### src/rtl/simd_cell.sv
// ---------------------------------------------------------------------------
// simd_cell -- DIM_A-lane unsigned multiplier using temporal (unary-weight)
// accumulation.
//
// A pass is P = 2^WEIGHT_WIDTH enabled cycles long. On the first edge of a
// pass, each lane latches its input and weight. On each of the following
// edges, the lane adds its latched input once more while the pass index is
// below the weight. A lane therefore sums its input exactly `weight` times.
// On the last edge of the pass, the finished sums are copied to the output
// register. The output register holds that value until the next pass
// completes.
//
// Ports
//   clk              in   sole clock, rising edge
//   rst              in   asynchronous active-high reset, clears all state
//   enable           in   1 = advance the pass, 0 = freeze every register
//   input_bin        in   [DIM_A-1:0][INPUT_WIDTH-1:0]   unsigned inputs
//   weight_bin       in   [DIM_C-1:0][WEIGHT_WIDTH-1:0]  unsigned weights
//   accumulated_mult out  [DIM_MULT-1:0][ACC_WIDTH-1:0]  registered products
// ---------------------------------------------------------------------------
module simd_cell #(
  parameter int DIM_A        = 9,
  parameter int DIM_C        = 9,
  parameter int DIM_MULT     = 9,
  parameter int INPUT_WIDTH  = 4,
  parameter int WEIGHT_WIDTH = 4,
  parameter int ACC_WIDTH    = 8
) (
  input  logic                                 clk,
  input  logic                                 rst,
  input  logic                                 enable,
  input  logic [DIM_A-1:0][INPUT_WIDTH-1:0]    input_bin,
  input  logic [DIM_C-1:0][WEIGHT_WIDTH-1:0]   weight_bin,
  output logic [DIM_MULT-1:0][ACC_WIDTH-1:0]   accumulated_mult
);

  // The lane loops index all three lane arrays with the same index.
  if (DIM_C != DIM_A || DIM_MULT != DIM_A) begin : g_bad_dims
    $error("simd_cell: DIM_C and DIM_MULT must equal DIM_A");
  end

  // Lane term on a non-start edge: the latched input while k < weight.
  function automatic logic [ACC_WIDTH-1:0] lane_term(
    input logic [INPUT_WIDTH-1:0]  in_v,
    input logic [WEIGHT_WIDTH-1:0] w_v,
    input logic [WEIGHT_WIDTH-1:0] k
  );
    return (k < w_v) ? ACC_WIDTH'(in_v) : '0;
  endfunction

  // Lane value on the pass-start edge. It uses the live inputs because the
  // lane registers are only loaded on this same edge.
  function automatic logic [ACC_WIDTH-1:0] lane_start(
    input logic [INPUT_WIDTH-1:0]  in_v,
    input logic [WEIGHT_WIDTH-1:0] w_v
  );
    return (w_v != '0) ? ACC_WIDTH'(in_v) : '0;
  endfunction

  logic [WEIGHT_WIDTH-1:0]             r_cnt;
  logic [DIM_A-1:0][INPUT_WIDTH-1:0]   r_in;
  logic [DIM_A-1:0][WEIGHT_WIDTH-1:0]  r_w;
  logic [DIM_A-1:0][ACC_WIDTH-1:0]     r_acc;
  logic [DIM_A-1:0][ACC_WIDTH-1:0]     r_out;

  logic                                w_start;
  logic                                w_last;
  logic [DIM_A-1:0][ACC_WIDTH-1:0]     w_acc_nxt;

  assign w_start = (r_cnt == '0);
  assign w_last  = (r_cnt == '1);

  // Next accumulator value for every lane. The wrap modulo 2^ACC_WIDTH is
  // intentional.
  always_comb begin
    w_acc_nxt = '0;
    for (int i = 0; i < DIM_A; i++) begin
      if (w_start) begin
        w_acc_nxt[i] = lane_start(input_bin[i], weight_bin[i]);
      end else begin
        w_acc_nxt[i] = r_acc[i] + lane_term(r_in[i], r_w[i], r_cnt);
      end
    end
  end

  // Counter, lane registers and accumulators. Everything freezes when
  // enable is low.
  always_ff @(posedge clk or posedge rst) begin
    if (rst) begin
      r_cnt <= '0;
      r_in  <= '0;
      r_w   <= '0;
      r_acc <= '0;
      r_out <= '0;
    end else if (enable) begin
      r_cnt <= r_cnt + 1'b1;  // natural wrap P-1 -> 0
      if (w_start) begin
        r_in <= input_bin;
        r_w  <= weight_bin;
      end
      r_acc <= w_acc_nxt;
      // The final edge of the pass publishes the sum including this edge's term.
      if (w_last) begin
        r_out <= w_acc_nxt;
      end
    end
  end

  assign accumulated_mult = r_out;

endmodule

### config.mk
export PLATFORM = sky130hd
export DESIGN_NAME = simd_cell
export DESIGN_NICKNAME = d
export VERILOG_FILES = /design/src/rtl/simd_cell.sv
export SDC_FILE = /design/constraint.sdc
export NUM_CORES = 1
export LEC_CHECK = 0
export CAP_MARGIN = 20
export CORE_MARGIN = 2
export CORE_UTILIZATION = 30
export DETAILED_ROUTE_END_ITERATION = 6
export PLACE_DENSITY = 0.55
export REMOVE_ABC_BUFFERS = 1
export SYNTH_ARGS = -nofsm -noshare
export SYNTH_HDL_FRONTEND = slang
export SYNTH_SLANG_ARGS = --single-unit
### constraint.sdc
create_clock -name clk -period 8.27 [get_ports clk]
set_input_delay 1.654 -clock clk [delete_from_list [all_inputs] [get_ports clk]]
set_output_delay 1.654 -clock clk [all_outputs]
set_load 0.05 [all_outputs]
# After elaboration in Yosys (flattened, before gate mapping)
# Index checks and enable logic that the tools add are counted.
[op_classes]
addsub = 10
n_lt_le_gt_ge = 9
eq_ne = 1
n_mux = 27
n_reduce_logical = 12
[ops]
columns = ["operator", "n"]
rows = [
  ["adder 8 x 4 -> 8 bit", 9],
  ["2-to-1 mux 4 bit", 18],
  ["2-to-1 mux 8 bit", 9],
  ["< comparator 4 bit", 9],
  ["nonzero test 4 bit", 9],
  ["adder 4 x 1 -> 4 bit, second input constant", 1],
  ["equality test 4 bit, second input constant", 1],
  ["zero test 4 bit", 1],
  ["AND reduction 2 bit", 2],
]
[totals]
ff_bits = 220
inputBits = 75

# Depth between registers and ports, before layout
[logic_depth]
depth_word = 4
ltp_mapped = 12
ltp_nobuf = 12

# Least setup slack after synthesis
# No wires, ideal clock.
[synth_path]
kind = "in2reg"
from = "in enable"
to = "reg r_acc[1] in the netlist's numbering"
setup_time_ns = 0.078
arrival_ns = 2.733
t_required_ns = 8.192
slack_ns = 5.460
path_stages = 6
path_buffers = 3
cell_sequence = "buf_2 -> inv_1 -> clkbuf_1 -> clkbuf_1 -> a211oi_1 -> a21oi_1"
[synth_rtl]
columns = ["element", "line_no", "source"]
rows = [
  ["from (decl)", "31", "input logic enable,"],
  ["to (signal assigned)", "101", "r_acc <= w_acc_nxt;"],
  ["to (decl)", "63", "logic [DIM_A-1:0][ACC_WIDTH-1:0] r_acc;"],
]

# Worst setup path in the final report
[layout_path]
from = "in enable"
to = "reg r_in[11] in the netlist's numbering"
[layout_between]
elab_chain_len = 1
[layout_lines]
columns = ["element", "line_no", "source"]
rows = [
  ["AND reduction 2 bit (no source line)", "n/a", ""],
  ["to (signal assigned)", "98", "r_in <= input_bin;"],
  ["to (decl)", "61", "logic [DIM_A-1:0][INPUT_WIDTH-1:0] r_in;"],
]
# Every way passes these cells.
# A chain may end at the register's enable or synchronous reset.

==> results.cfg <==
[outcome]
status = finished, final reports clean

[setup_path]
path_max_fanout = 74
cpMaxStageDelayCell = buf_4
crit_type = input pin to flop
critical_path.most_common_cell = buf_4
worstPathArrival_ns = 4.29
cp_cell_sequence = buf_4 > buf_4 > inv_2 > nor2_4 > buf_4 > nand2_1 > o21ai_0
cp.required_ns = 8.72
critPathLaunchType = input pin
end_kind = flop
cpPeakStageDelay_ns = 0.71

[place]
gp_congestion = 0.760
portBuffers = 146
dpl.hpwl_um = 22600
place_inst = 1910
postPlaceCellArea_sq_um = 14000

[clock_network]
cts_buffers = 27
path_clk_slew_ns = 0.05
cts_sinks = 220
cts_hold_buf = 0
post_cts_resized = 0
cts_max_level = 1
post_cts_buffers = 0
insertion_delay_ns = 0.54
root_buffer = clkbuf_16
clock_path_buffers = 3
cts_tree = done

[global_routing]
grt_max_degree = 87
grt_pass1_vias = 9769
grt-ovfl-total = 0
grt_pass1_wl_um = 54500
track_usage = 0.164
antenna_found_initial = 0

[synth]
ys_ff_latch = 220
synth_ff_type = dfrtp_1
yosys_warnings = 0
ys_async_sr_fraction = 1.00
synth_cell_type_count = 46
synth_edf_count = 0
synth_cells = 1284
yosysSeqAreaShare = 0.458
netlist_area_sq_um = 12000
avgSynthCellArea_sq_um = 9.37

[floorplan]
io_pins = 147
die_w_um = 204
core_sq_um = 39600
start_util = 0.303
fp.dieArea_sq_um = 41700
die_h_um = 204
rows = 73

[finish]
diodes = 0
mostFrequentLayoutCells = 222 x nand2_1, 220 x dfrtp_1, 145 x clkdlybuf4s50_1, 103 x o21ai_0, 86 x inv_1
stdcell_area_sq_um = 14800
area.growth.synth_to_final_pct = 23.2
postLayoutCoreUtil = 0.374
layoutNonFillerInstCount = 1957
final_common_cell = nand2_1
layout-drive-gt1-share = 0.0649
nets = 1564

[drt]
drt-vias-per-instance = 5.02
finalWirelength_um = 34300
wl_per_cell_um = 17.5
drc_errors = 0
num_vias = 9827
drt_iter0_drc = 551
firstDrtPassIters = 5
ant_nets = 0

[power]
pwr-share-clk = 0.160
net-switching-power_mw = 3.16
combPwrFrac = 0.556
swShare = 0.456
p_int_mw = 3.77
power_density_nw_per_um2 = 467
leakage_nw = 6.89
ir_worst_vdd_v = 0.000202
pwr-share-seq = 0.284

[sta]
slew-limit-headroom = 0.393
tns_ns = 0
hold_viol_final = 0
worst_pin_slew_ns = 0.907
rsz0062_at_grt = no
finalCritPeriodShare = 0.464
setup_viol_count_final = 0
fmax_mhz = 260
skew_ns = 0.0102
min_period_ns = 3.84
slew_viol_final = 0

[job]
cap_violations = 0

[min_path]
holdCritPathClass = flop to flop
cell type report:
cell class / count / area (sq um)
inverters: 88 / 338
repair buffers: 159 / 1580
fillers: 4045 / 24800
multi-input cells: 919 / 5940
clock buffers: 42 / 782
flip-flops and latches: 220 / 5510
clock inverters: 4 / 26.3
well taps: 525 / 657
synth_stat cells (6+ instances only):
cell / number / area [sq um]
or3_1: 27 / 169
o31ai_1: 6 / 45.0
nand3_1: 12 / 60.1
a221oi_2: 6 / 90.1
a31o_2: 9 / 78.8
o21a_1: 15 / 113
buf_2: 10 / 50.1
nand2b_1: 11 / 68.8
a21o_1: 9 / 67.6
and3_1: 9 / 56.3
nor2_1: 84 / 315
nor2b_1: 9 / 56.3
mux2i_1: 9 / 90.1
xnor2_1: 19 / 166
nand2_1: 223 / 837
ha_1: 65 / 813
a211o_1: 27 / 236
inv_1: 88 / 330
nor4_1: 33 / 206
o21ai_0: 103 / 515
or2_2: 15 / 93.8
o211ai_1: 10 / 75.1
a22oi_1: 11 / 82.6
clkbuf_1: 34 / 128
a211oi_1: 9 / 67.6
a31oi_1: 21 / 131
a21oi_1: 61 / 305
a22o_1: 15 / 131
o31a_1: 8 / 70.1
dfrtp_1: 220 / 5510
nor2_4: 6 / 67.6
o211a_1: 53 / 531
a221o_1: 9 / 90.1
fa_1: 9 / 180
worst paths after layout:
path	cells after the start	endpoint	startpoint	slack, ns
setup / recovery	7	r_in[11]	enable	4.43
hold / removal	2	accumulated_mult[32]	accumulated_mult[32]	0.47
setup reg to reg	8	r_in[11]	r_cnt[1]	4.63
hold reg to reg	2	accumulated_mult[32]	accumulated_mult[32]	0.47
max in group asynchronous	3	r_in[20]	rst	5.37
min in group asynchronous	2	accumulated_mult[71]	rst	1.62
registers in the layout, summed over array words and instances (netlist names):
register and flops:
accumulated_mult 72, r_acc 72, r_cnt 4, r_in 36
r_w 36
worst max-delay path: cells and delay by family:
family	cells	cell delay [ns]
compound gates	1	0.11
simple gates	2	0.72
buf+inv	4	1.71
metrics by stage:
stage,hold WS (ns),power [mW],setup WS [ns]
2_1_floorplan,0.446,4.71,0.595
3_3_place_gp,0.460,5.78,3.92
3_5_place_dp,0.463,5.85,3.81
4_1_cts,0.477,7.00,4.41
5_1_grt,0.495,7.52,4.16
6_report,0.470,6.92,4.43
power groups by stage:
stage | clock network [mW] | registers (mW) | logic, mW
final | 1.11 | 1.97 | 3.85
after global routing | 1.18 | 2.04 | 4.29
after CTS | 1.14 | 1.97 | 3.88
after detailed placement | 0 | 1.98 | 3.87
after global placement | 0 | 1.98 | 3.80
after floorplan | 0 | 2.43 | 2.29
per-layer routing:
metal | up-vias | share of wire | GRT usage
li1 | 4830 | - | -
met1 | 4748 | 0.48 | 0.230
met2 | 198 | 0.46 | 0.268
met3 | 51 | 0.038 | 0.0210
met4 | 0 | 0.022 | 0.0391
met5 | - | 0 | 0
logic make-up after synthesis:
| group | share of synthesized area |
|---|---|
| AND/OR/NAND/NOR | 0.165 |
| AO/OA/AOI/OAI | 0.222 |
| flip-flops | 0.458 |
| buffers and inverters | 0.0500 |
| adder cells (fa/ha/maj) | 0.0826 |
| XOR/XNOR | 0.0146 |
| multiplexers | 0.00749 |
(Power assumes the default switching activity.)
